File: src/rtl/bcd_updown_counter.sv
`default_nettype none
// ============================================================================
// Module   : bcd_updown_counter
// Brief    : Multi-digit BCD up/down counter with programmable modulus,
//            parallel load with legality fixing and cascade carry.
//            Define BCD_SAT_EN to saturate at the limits instead of wrapping.
// Revision : 1.0 - initial release
// ============================================================================
module bcd_updown_counter #(
    parameter int DIGITS  = 2,
    parameter int MOD_MAX = 99
) (
    input  logic                  clk,
    input  logic                  rst,
    input  logic                  en,
    input  logic                  up,
    input  logic                  load,
    input  logic [4*DIGITS-1:0]   load_val,
    output logic [4*DIGITS-1:0]   count,
    output logic                  carry_out,
    output logic                  wrap,
    output logic                  load_err
);

    localparam int c_W = 4 * DIGITS;

    function automatic logic [c_W-1:0] f_to_bcd(input int value);
        logic [c_W-1:0] res;
        int             v;
        res = '0;
        v   = value;
        for (int i = 0; i < DIGITS; i++) begin
            res[4*i +: 4] = 4'(v % 10);
            v             = v / 10;
        end
        return res;
    endfunction

    localparam logic [c_W-1:0] c_MAX_BCD = f_to_bcd(MOD_MAX);
    localparam logic [c_W-1:0] c_ZERO    = '0;

    logic [c_W-1:0]    r_count;
    logic              r_wrap;
    logic              r_load_err;

    logic [c_W-1:0]    w_inc;
    logic [c_W-1:0]    w_dec;
    logic [c_W-1:0]    w_fix;
    logic [DIGITS-1:0] w_cy;
    logic [DIGITS-1:0] w_bw;
    logic [DIGITS-1:0] w_nib_bad;
    logic              w_at_max;
    logic              w_at_zero;
    logic              w_limit;
    logic              w_load_over;
    logic              w_load_bad;
    logic [c_W-1:0]    w_load_val;

    // Ripple carry/borrow: digit i steps only when every lower digit rolls over.
    for (genvar i = 0; i < DIGITS; i++) begin : g_digit
        logic [3:0] w_d;
        logic [3:0] w_lv;
        assign w_d  = r_count[4*i +: 4];
        assign w_lv = load_val[4*i +: 4];

        if (i == 0) begin : g_first
            assign w_cy[i] = 1'b1;
            assign w_bw[i] = 1'b1;
        end else begin : g_rest
            assign w_cy[i] = w_cy[i-1] & (r_count[4*(i-1) +: 4] == 4'd9);
            assign w_bw[i] = w_bw[i-1] & (r_count[4*(i-1) +: 4] == 4'd0);
        end

        assign w_inc[4*i +: 4] = w_cy[i] ? ((w_d == 4'd9) ? 4'd0 : w_d + 4'd1) : w_d;
        assign w_dec[4*i +: 4] = w_bw[i] ? ((w_d == 4'd0) ? 4'd9 : w_d - 4'd1) : w_d;
        assign w_nib_bad[i]    = (w_lv > 4'd9);
        assign w_fix[4*i +: 4] = w_nib_bad[i] ? 4'd9 : w_lv;
    end

    assign w_at_max  = (r_count == c_MAX_BCD);
    assign w_at_zero = (r_count == c_ZERO);
    assign w_limit   = up ? w_at_max : w_at_zero;

    // With every nibble in 0..9, unsigned compare of BCD vectors orders decimally.
    assign w_load_over = (w_fix > c_MAX_BCD);
    assign w_load_val  = w_load_over ? c_MAX_BCD : w_fix;
    assign w_load_bad  = (|w_nib_bad) | w_load_over;

`ifdef BCD_SAT_EN
    assign carry_out = 1'b0;
`else
    assign carry_out = en & ~load & w_limit;
`endif

    always_ff @(posedge clk) begin
        if (!rst) begin
            r_count    <= '0;
            r_wrap     <= 1'b0;
            r_load_err <= 1'b0;
        end else if (load) begin
            r_count    <= w_load_val;
            r_load_err <= w_load_bad;
            r_wrap     <= 1'b0;
        end else begin
            r_load_err <= 1'b0;
            if (en) begin
                if (w_limit) begin
`ifdef BCD_SAT_EN
                    r_wrap  <= 1'b1;
`else
                    r_count <= up ? c_ZERO : c_MAX_BCD;
                    r_wrap  <= 1'b1;
`endif
                end else begin
                    r_count <= up ? w_inc : w_dec;
                    r_wrap  <= 1'b0;
                end
            end else begin
                r_wrap <= 1'b0;
            end
        end
    end

    assign count    = r_count;
    assign wrap     = r_wrap;
    assign load_err = r_load_err;

endmodule
`default_nettype wire

File: config.mk
export PLATFORM = sky130hd
export DESIGN_NAME = bcd_updown_counter
export DESIGN_NICKNAME = d
export VERILOG_FILES = /design/src/rtl/bcd_updown_counter.sv
export SDC_FILE = /design/constraint.sdc
export NUM_CORES = 1
export LEC_CHECK = 0
export ABC_CLOCK_PERIOD_IN_PS = 1700
export CAP_MARGIN = 10
export CORE_MARGIN = 5
export CORE_UTILIZATION = 40
export CTS_BUF_LIST = sky130_fd_sc_hd__clkbuf_16
export DETAILED_ROUTE_END_ITERATION = 7
export PLACE_DENSITY = 0.73
export SLEW_MARGIN = 20
export SYNTH_ARGS = -nofsm -noshare
export SYNTH_HDL_FRONTEND = slang
export SYNTH_SLANG_ARGS = --single-unit
File: constraint.sdc
create_clock -name clk -period 1.7 [get_ports clk]
set_input_delay 0.255 -clock clk [delete_from_list [all_inputs] [get_ports clk]]
set_output_delay 0.255 -clock clk [all_outputs]
set_load 0.02 [all_outputs]
==> flow_metrics.py, run 1 <==
metrics = {
    "grt": {
        "grt.total_usage_pct": 21.8,
        "grt_pass1_vias": 1218,
        "grt_max_degree": 12,
        "grt_pass1_wl_um": 5430,
        "antenna_found_initial": 0,
        "grt_remaining_overflow": 0,
    },
    "synth": {
        "synth_xor_area_share_pct": 0,
        "yosysSeqAreaShare_pct": 22.6,
        "yosys_warnings": 0,
        "avgSynthCellArea_sq_um": 7.37,
        "syn-instance-count": 120,
        "synth_area_sq_um": 885,
        "yosys.area_share.simple_pct": 27.7,
        "synth_compound_area_share_pct": 32.1,
        "synth_top_family_by_area": "compound AO/OA/AOI/OAI gates",
        "ys_async_sr_fraction_pct": 0,
        "synth-edff-count": 0,
        "yosys.cell_types.count": 38,
        "synth-seq-cells": 10,
        "muxShareOfSynthArea_pct": 0,
        "synth_top_flop_cell": "dfxtp_1",
        "synth_fp_nets": 139,
        "synthAdderAreaFrac_pct": 8.49,
    },
    "worst_setup_path": {
        "slowest_delay_ps": 320,
        "worst-setup-path-type": "flop to primary output",
        "cp_data_arrival_time_ps": 1630,
        "cp.required_ps": 1440,
        "cp_slowest_cell": "dfxtp_2",
        "end_kind": "primary output",
        "path_cells": "inv_4 -> ha_4 -> nor4b_4 -> and2_4 -> a21oi_2 -> nor3b_2 -> buf_4",
        "cp-start-kind": "flop",
        "path_max_fanout": 3,
    },
    "cells_and_area": {
        "final_nets": 205,
        "fillers": 127,
        "antenna_cells": 0,
        "mostFrequentLayoutCell": "buf_4",
        "final_layout_size_suffix_gt1_share_pct": 47.6,
        "areaGrowthSynthToFinish_pct": 99.7,
        "finish.instance_area_sq_um": 1770,
        "multi_input_area_sq_um": 807,
        "final_cell_mix": "buf_4, clkdlybuf4s50_1, nor2_1",
        "seqCellArea_sq_um": 210,
    },
    "outcome": {
        "status": "finished with violations",
        "failed_checks": "setup timing",
    },
    "sta": {
        "whs_ps": 612,
        "slew_headroom_pct": 73.3,
        "worstMarginPinSlew_ps": 397,
        "setup_viol": 7,
        "setup_slack_ps": -182,
        "layout_min_cycle_time_ps": 1880,
        "fmax_mhz": 531,
        "rsz0062_at_grt": "true",
        "finalCritPeriodShare_pct": 111,
        "finalSetupTns_ps": -510,
        "fin_skew_ps": 3.42,
        "drv_slew": 0,
        "finalHoldViolCount": 0,
    },
    "die": {
        "coreArea_sq_um": 2170,
        "fp.dieW_um": 57.0,
        "chipHeight_um": 57.0,
        "die_area_sq_um": 3250,
        "row_count": 17,
        "io-pin-count": 24,
        "start_util_pct": 40.8,
    },
    "power": {
        "vdd_drop_max_v": 0.000790,
        "seqPwrFrac_pct": 22.1,
        "power.switching_uw": 409,
        "sw_frac_of_total_pct": 32.8,
        "power.internal_uw": 839,
        "pwr-share-comb_pct": 43.1,
        "power_density_nw_per_um2": 706,
        "p_leak_nw": 0.768,
        "power_frac_clock_pct": 34.8,
    },
    "detailed_routing": {
        "dr.pass1.iters": 4,
        "routed_wl_um": 4130,
        "drt_iter0_markers": 37,
        "vias_per_cell": 6.00,
        "postRouteAntennaNets": 0,
        "drc": 0,
        "vias": 1278,
        "wire_per_inst_um": 19.4,
    },
    "hold_path": {
        "hp-class": "input port to flop",
    },
    "clock_network": {
        "clockBufferDepth": 2,
        "path_clk_slew_ps": 40,
        "cts-htree-levels": 1,
        "clock_sinks": 10,
        "cts_tree": "yes",
        "insertion_delay_ps": 240,
        "cts_hold_buf": 0,
        "cts_buffers": 3,
        "cts_root_buf": "clkbuf_16",
    },
    "placement": {
        "numPortBuffers": 23,
        "postPlaceCellArea_sq_um": 1390,
        "place_congestion": 0.876,
        "hpwl_um": 2160,
    },
    "job": {
        "cap_violations": 0,
    },
}
[worst paths after layout]
path	from	to	slack, ps	depth (start not counted)
hold / removal	load_val[4]	count[4]$_SDFFE_PN0P_	610	3
setup / recovery	count[1]$_SDFFE_PN0P_	carry_out	-180	7
setup reg to reg	count[1]$_SDFFE_PN0P_	count[4]$_SDFFE_PN0P_	-100	8
hold reg to reg	count[5]$_SDFFE_PN0P_	count[5]$_SDFFE_PN0P_	680	3
[worst max-delay path: cells and delay by family (launching register included)]
kind / cells / cell delay, ps
simple gates: 3 / 630
fa+ha+maj: 1 / 140
buf+inv: 2 / 250
flops: 1 / 320
compound gates: 1 / 40
[registers in the layout, indices dropped and copies added (netlist names)]
name,count
count,8
load_err,1
wrap,1
[cells in the mapped netlist, types with 2 or more instances]
cell / instances / area share [%]
nor3b_1: 2 / 1.7
and2_1: 2 / 1.4
a311oi_1: 3 / 3.0
a31oi_1: 3 / 2.1
buf_2: 3 / 1.7
nand2b_1: 4 / 2.8
a21oi_1: 8 / 4.5
o31ai_1: 2 / 1.7
inv_1: 12 / 5.1
ha_1: 6 / 8.5
nand2_1: 5 / 2.1
a211oi_1: 4 / 3.4
nand3b_1: 2 / 1.7
a221oi_1: 2 / 2.0
nand3_1: 9 / 5.1
o21ai_0: 8 / 4.5
dfxtp_1: 10 / 23
nor2_1: 15 / 6.4
[per-layer routing]
layer | wire length [um] | part of all wire, % | vias to the layer above | track usage [%]
li1 | - | - | 572 | -
met1 | 1670 | 40 | 599 | 23.6
met2 | 1950 | 47 | 82 | 38.5
met3 | 275 | 6.7 | 25 | 4.30
met4 | 232 | 5.6 | 0 | 13.2
met5 | 0 | 0 | - | 0
[cells by family (layout without fill, tap and decap cells)]
family / count (synthesis) / after routing
buf+inv: 18 / 83
compound gates: 40 / 40
flops: 10 / 10
simple gates: 46 / 46
fa+ha+maj: 6 / 6
[stage by stage]
step / utilization [%] / worst slack (ps) / total power, mW / instances
final: 81.4 / -182 / 1.25 / 213
after global routing: 81.4 / -241 / 1.30 / 213
after CTS: 73.6 / -135 / 1.12 / 207
after detailed placement: 64.1 / -670 / 0.656 / 198
after global placement: 64.1 / -611 / 0.648 / 198
after floorplan: - / 3.21 / 0.468 / 120
[power by group through the flow]
stage | clock network, mW | logic, mW | registers (mW)
2_1_floorplan | 0 | 0.167 | 0.301
3_3_place_gp | 0 | 0.377 | 0.270
3_5_place_dp | 0 | 0.385 | 0.271
4_1_cts | 0.419 | 0.435 | 0.270
5_1_grt | 0.451 | 0.567 | 0.277
6_report | 0.435 | 0.538 | 0.275
[final cells by class]
| type | count | share of cell area, % |
|---|---|---|
| Timing Repair Buffer | 67 | 33.1 |
| Inverter | 12 | 2.83 |
| Sequential cell | 10 | 11.9 |
| Multi-Input combinational cell | 92 | 45.7 |
| Clock inverter | 1 | 0.212 |
| Tap cell | 28 | 1.98 |
| Clock buffer | 3 | 4.25 |
[what timing repair did]
action                                  CTS  global route
hold endpoints to repair                  0             0
endpoints found under the setup margin    8            10
pin swaps                                12            10
setup buffers                             5             6
resized for setup                        30            27
Power figures use the tool's default switching activity.
==> inputs of run 2 (changes only) <==
--- a/config.mk
+++ b/config.mk
@@ -11,7 +11,7 @@
 export CORE_UTILIZATION = 40
 export CTS_BUF_LIST = sky130_fd_sc_hd__clkbuf_16
 export DETAILED_ROUTE_END_ITERATION = 7
-export PLACE_DENSITY = 0.73
+export PLACE_DENSITY = 0.7
 export SLEW_MARGIN = 20
 export SYNTH_ARGS = -nofsm -noshare
 export SYNTH_HDL_FRONTEND = slang
==> run 2 against run 1 <==
The flow still finishes with violations (setup timing). Clock skew is 1.9 ps higher. Utilization down 3.9 points. First-iteration DRC count increased by 68%. Clock-buffer cell count did not move. Sequential share of layout area is 0.52 points higher. Die area unchanged. Sequential power is essentially flat. Combinational power decreased by 8.6%. Clock power decreased by 3%. Flip-flop and latch count unchanged. Cell count fell by 2.3%. Largest power group unchanged.
==> flow_metrics.py, run 2 (synthesis gave the netlist of run 1 again) <==
metrics = {
    "detailed_routing": {
        "postRouteAntennaNets": 0,
        "drc": 0,
        "vias_per_cell": 5.89,
        "wire_per_inst_um": 17.9,
        "vias": 1225,
        "routed_wl_um": 3730,
        "dr.pass1.iters": 4,
        "drt_iter0_markers": 62,
    },
    "worst_setup_path": {
        "cp_data_arrival_time_ps": 2000,
        "path_max_fanout": 5,
        "r2r-start": "count[1]$_SDFFE_PN0P_",
        "startpoint": "count[1]$_SDFFE_PN0P_",
        "cp-start-kind": "flop",
        "worst-setup-path-type": "flop to flop",
        "cp.required_ps": 1790,
        "end_kind": "flop",
    },
    "sta": {
        "fin_skew_ps": 5.34,
        "layout_min_cycle_time_ps": 1910,
        "finalCritPeriodShare_pct": 112,
        "rsz0062_at_grt": "true",
        "fmax_mhz": 524,
        "whs_ps": 596,
        "setup_viol": 7,
        "finalSetupTns_ps": -1160,
        "slew_headroom_pct": 71.9,
        "worstMarginPinSlew_ps": 414,
        "drv_slew": 0,
        "finalHoldViolCount": 0,
        "setup_slack_ps": -207,
    },
    "die": {
        "io-pin-count": 24,
        "start_util_pct": 40.8,
        "row_count": 17,
        "die_area_sq_um": 3250,
        "fp.dieW_um": 57.0,
        "coreArea_sq_um": 2170,
        "chipHeight_um": 57.0,
    },
    "cells_and_area": {
        "finish.instance_area_sq_um": 1680,
        "final_layout_size_suffix_gt1_share_pct": 43.9,
        "final_nets": 200,
        "mostFrequentLayoutCell": "buf_4",
        "antenna_cells": 0,
        "final_cells": 208,
        "final_cell_mix": "buf_4, clkdlybuf4s50_1, nor2_1",
        "areaGrowthSynthToFinish_pct": 90.2,
        "largest_reg_flops": 8,
    },
    "power": {
        "vdd_drop_max_v": 0.000760,
        "power.switching_uw": 381,
        "sw_frac_of_total_pct": 31.9,
        "power_frac_clock_pct": 35.5,
        "seqPwrFrac_pct": 23.3,
        "power_density_nw_per_um2": 710,
        "pwr-share-comb_pct": 41.2,
        "power.internal_uw": 814,
        "p_leak_nw": 0.725,
    },
    "outcome": {
        "status": "finished with violations",
        "failed_checks": "setup timing",
    },
    "clock_network": {
        "cts-htree-levels": 1,
        "path_clk_slew_ps": 40,
        "cts_root_buf": "clkbuf_16",
        "insertion_delay_ps": 240,
        "clockBufferDepth": 2,
        "clock_sinks": 10,
        "cts_buffers": 3,
        "cts_tree": "yes",
    },
    "grt": {
        "grt_pass1_wl_um": 5400,
        "grt_max_degree": 12,
        "grt_remaining_overflow": 0,
        "grt_pass1_vias": 1227,
        "grt.total_usage_pct": 20.7,
        "antenna_found_initial": 0,
    },
    "placement": {
        "hpwl_um": 2350,
        "placed_cells": 199,
        "place_congestion": 0.932,
        "numPortBuffers": 23,
        "postPlaceCellArea_sq_um": 1400,
    },
    "hold_path": {
        "hold_start": "load_val[0]",
        "hp-class": "input port to flop",
    },
    "job": {
        "cap_violations": 0,
    },
}
==> run 2: cell types whose count changed in the layout (fill, tap and decap cells not counted), sizes merged <==
cell	change
buf	-5
==> run 2: per-layer routing <==
layer | part of all wire [%] | vias up | wire length (um) | track usage (%)
met4 | 3.7 | 0 | 138 | 8.28
met5 | 0 | - | 0 | 0
met1 | 39 | 573 | 1460 | 22.9
met2 | 50 | 77 | 1860 | 39.3
met3 | 7.2 | 17 | 269 | 2.71
li1 | - | 558 | - | -
==> run 2: what timing repair did <==
action | 4_1_cts | 5_1_grt
buffers inserted | 3 | 2
pin swaps | 8 | 13
gates resized for setup | 28 | 21
hold buffers | 0 | 0
endpoints found under the setup margin | 8 | 9
==> run 2: worst paths after layout <==
kind                                 to  slack [ps]  depth (start not counted)
setup / recovery  count[6]$_SDFFE_PN0P_        -210                          9
hold reg to reg   count[1]$_SDFFE_PN0P_         690                          4
setup reg to reg  count[6]$_SDFFE_PN0P_        -210                          9
hold / removal    count[0]$_SDFFE_PN0P_         600                          3
==> run 2: stage by stage <==
| step | worst slack (ps) | util (%) | power (mW) |
|---|---|---|---|
| after floorplan | 3.21 | - | 0.468 |
| after detailed placement | -668 | 64.4 | 0.664 |
| final | -207 | 77.6 | 1.19 |
| after global placement | -623 | 64.4 | 0.648 |
| after global routing | -282 | 77.6 | 1.24 |
| after CTS | -119 | 72.5 | 1.12 |
==> run 2: critical path, stage by stage (launching register included) <==
cell and delay [ps]:
dfxtp_2 330, inv_4 70, ha_4 140, buf_4 130, or3b_4 390, a21oi_4 230
buf_6 140, or2_4 130, buf_4 120, a311oi_2 80
==> run 2: cell type report <==
type | count | area, sq um
multi-input cells | 92 | 771
repair buffers | 62 | 537
fillers | 136 | 487
flip-flops and latches | 10 | 209
clock buffers | 3 | 75.1
inverters | 12 | 52.6
well taps | 28 | 35.0
clock inverters | 1 | 3.75
==> run 2: power by group through the flow <==
stage	sequential (mW)	clock (mW)	combinational [mW]
after floorplan	0.301	0	0.167
after global placement	0.273	0	0.375
after detailed placement	0.274	0	0.390
after CTS	0.273	0.421	0.430
after global routing	0.280	0.440	0.520
final	0.278	0.424	0.492
==> inputs of run 3 (changes only) <==
--- a/config.mk
+++ b/config.mk
@@ -6,12 +6,11 @@
 export NUM_CORES = 1
 export LEC_CHECK = 0
 export ABC_CLOCK_PERIOD_IN_PS = 1700
-export CAP_MARGIN = 10
 export CORE_MARGIN = 5
 export CORE_UTILIZATION = 40
 export CTS_BUF_LIST = sky130_fd_sc_hd__clkbuf_16
 export DETAILED_ROUTE_END_ITERATION = 7
-export PLACE_DENSITY = 0.7
+export PLACE_DENSITY = 0.75
 export SLEW_MARGIN = 20
 export SYNTH_ARGS = -nofsm -noshare
 export SYNTH_HDL_FRONTEND = slang
==> run 3 against run 2 <==
The flow still finishes with violations (setup timing). Wire length is 23% higher. Combinational power is 12% higher. Non-clock buffer count is 2 higher. Critical endpoint is now carry_out.
==> flow_metrics.py, run 3 (synthesis gave the netlist of run 1 again) <==
metrics = {
    "sta": {
        "slew_headroom_pct": 72.6,
        "drv_slew": 0,
        "fmax_mhz": 520,
        "whs_ps": 620,
        "worstMarginPinSlew_ps": 407,
        "finalHoldViolCount": 0,
        "finalCritPeriodShare_pct": 113,
        "setup_slack_ps": -222,
        "fin_skew_ps": 4.08,
        "layout_min_cycle_time_ps": 1920,
        "setup_viol": 7,
        "rsz0062_at_grt": "true",
    },
    "detailed_routing": {
        "dr.pass1.iters": 4,
        "postRouteAntennaNets": 0,
        "routed_wl_um": 4570,
        "drc": 0,
        "drt_iter0_markers": 52,
        "vias_per_cell": 6.27,
        "vias": 1317,
        "wire_per_inst_um": 21.8,
    },
    "grt": {
        "grt_remaining_overflow": 0,
        "grt_pass1_wl_um": 6340,
        "grt_pass1_vias": 1282,
        "antenna_found_initial": 0,
        "grt.total_usage_pct": 25.0,
        "grt_max_degree": 15,
    },
    "cells_and_area": {
        "final_layout_size_suffix_gt1_share_pct": 47.8,
        "areaGrowthSynthToFinish_pct": 99.2,
        "antenna_cells": 0,
        "largest_reg_flops": 8,
        "mostFrequentLayoutCell": "buf_4",
        "multi_input_area_sq_um": 817,
        "seqCellArea_sq_um": 209,
        "final_nets": 202,
        "final_cell_mix": "buf_4, clkdlybuf4s50_1, nor2_1",
        "fillers": 112,
    },
    "worst_setup_path": {
        "cp_data_arrival_time_ps": 1670,
        "cp-start-kind": "flop",
        "cp.required_ps": 1440,
        "path_max_fanout": 2,
        "slowest_delay_ps": 330,
        "critPathTopFamily": "simple AND/OR/NAND/NOR gates",
        "crit_buf_inv": 2,
        "cp_slowest_cell": "dfxtp_2",
        "worst-setup-path-type": "flop to primary output",
        "path_cells": "inv_2 -> ha_4 -> nor3b_4 -> and2_4 -> a21oi_4 -> nor3b_2 -> buf_4",
        "end_kind": "primary output",
    },
    "job": {
        "cap_violations": 0,
    },
    "die": {
        "io-pin-count": 24,
        "row_count": 17,
        "chipHeight_um": 57.0,
        "coreArea_sq_um": 2170,
        "fp.dieW_um": 57.0,
        "start_util_pct": 40.8,
        "die_area_sq_um": 3250,
    },
    "power": {
        "power_density_nw_per_um2": 712,
        "p_leak_nw": 0.753,
        "vdd_drop_max_v": 0.000786,
        "finalPower_mw": 1.26,
    },
    "clock_network": {
        "insertion_delay_ps": 240,
        "cts_root_buf": "clkbuf_16",
        "cts_hold_buf": 0,
        "clockBufferDepth": 2,
        "cts-htree-levels": 1,
        "cts_tree": "yes",
        "cts_buffers": 3,
        "clock_sinks": 10,
        "path_clk_slew_ps": 40,
    },
    "placement": {
        "numPortBuffers": 23,
        "hpwl_um": 2290,
        "place_congestion": 0.848,
    },
    "hold_path": {
        "hp-class": "input port to flop",
    },
    "outcome": {
        "status": "finished with violations",
        "failed_checks": "setup timing",
    },
}
-- run 3: changes by cell type in the layout (fill, tap and decap cells not counted), sizes merged --
cell	before	now
dlygate4sd2	2	3
clkdlybuf4s50	17	16
buf	40	42
-- run 3: report_power, final --
part	total [mW]	internal, mW	switching, mW
logic	0.552	0.273	0.279
clock network	0.427	0.309	0.118
registers	0.276	0.256	0.0208
-- run 3: metrics by stage --
step           setup WS [ps]  cells  setup TNS, ps  utilization [%]  cell area (sq um)
2_1_floorplan           3.21    120              0                -                912
3_3_place_gp            -594    196          -3020             63.4               1380
3_5_place_dp            -615    196          -3320             63.4               1380
4_1_cts                 -155    209           -540             75.8               1640
5_1_grt                 -261    210          -1260             81.2               1760
6_report                -222    210           -973             81.2               1760
-- run 3: layer usage --
metal	track usage [%]	vias to the layer above	wire length, um
li1	-	563	-
met1	28.5	623	1750
met2	42.6	104	2210
met3	5.43	27	374
met4	14.6	0	231
met5	0	-	0
-- run 3: repair_timing --
| item | CTS | global route |
|---|---|---|
| setup buffers | 9 | 4 |
| gates cloned | 0 | 0 |
| pin swaps | 15 | 12 |
| hold endpoints to repair | 0 | 0 |
| setup endpoints to repair | 8 | 10 |
| resized for setup | 39 | 24 |
-- run 3: worst paths after layout --
check / startpoint / endpoint / slack, ps / cells after the start
worst max register to register: count[1]$_SDFFE_PN0P_ / count[4]$_SDFFE_PN0P_ / -160 / 9
worst min register to register: count[1]$_SDFFE_PN0P_ / count[1]$_SDFFE_PN0P_ / 620 / 3
worst min-delay path: load_val[4] / count[4]$_SDFFE_PN0P_ / 620 / 3
worst max-delay path: count[4]$_SDFFE_PN0P_ / carry_out / -220 / 7
-- run 3: worst reg2reg max path: cells and delay by family (launching register included) --
family,cells,cell delay (ps)
compound gates,3,470
fa+ha+maj,1,140
buf+inv,4,430
flops,1,330
simple gates,1,380
-- run 3: area by class of cell --
cell class	count	share of cell area [%]
clock buffers	3	4.26
clock inverters	1	0.213
inverters	12	2.98
multi-input cells	92	46.4
flip-flops and latches	10	11.9
well taps	28	1.99
repair buffers	64	32.3
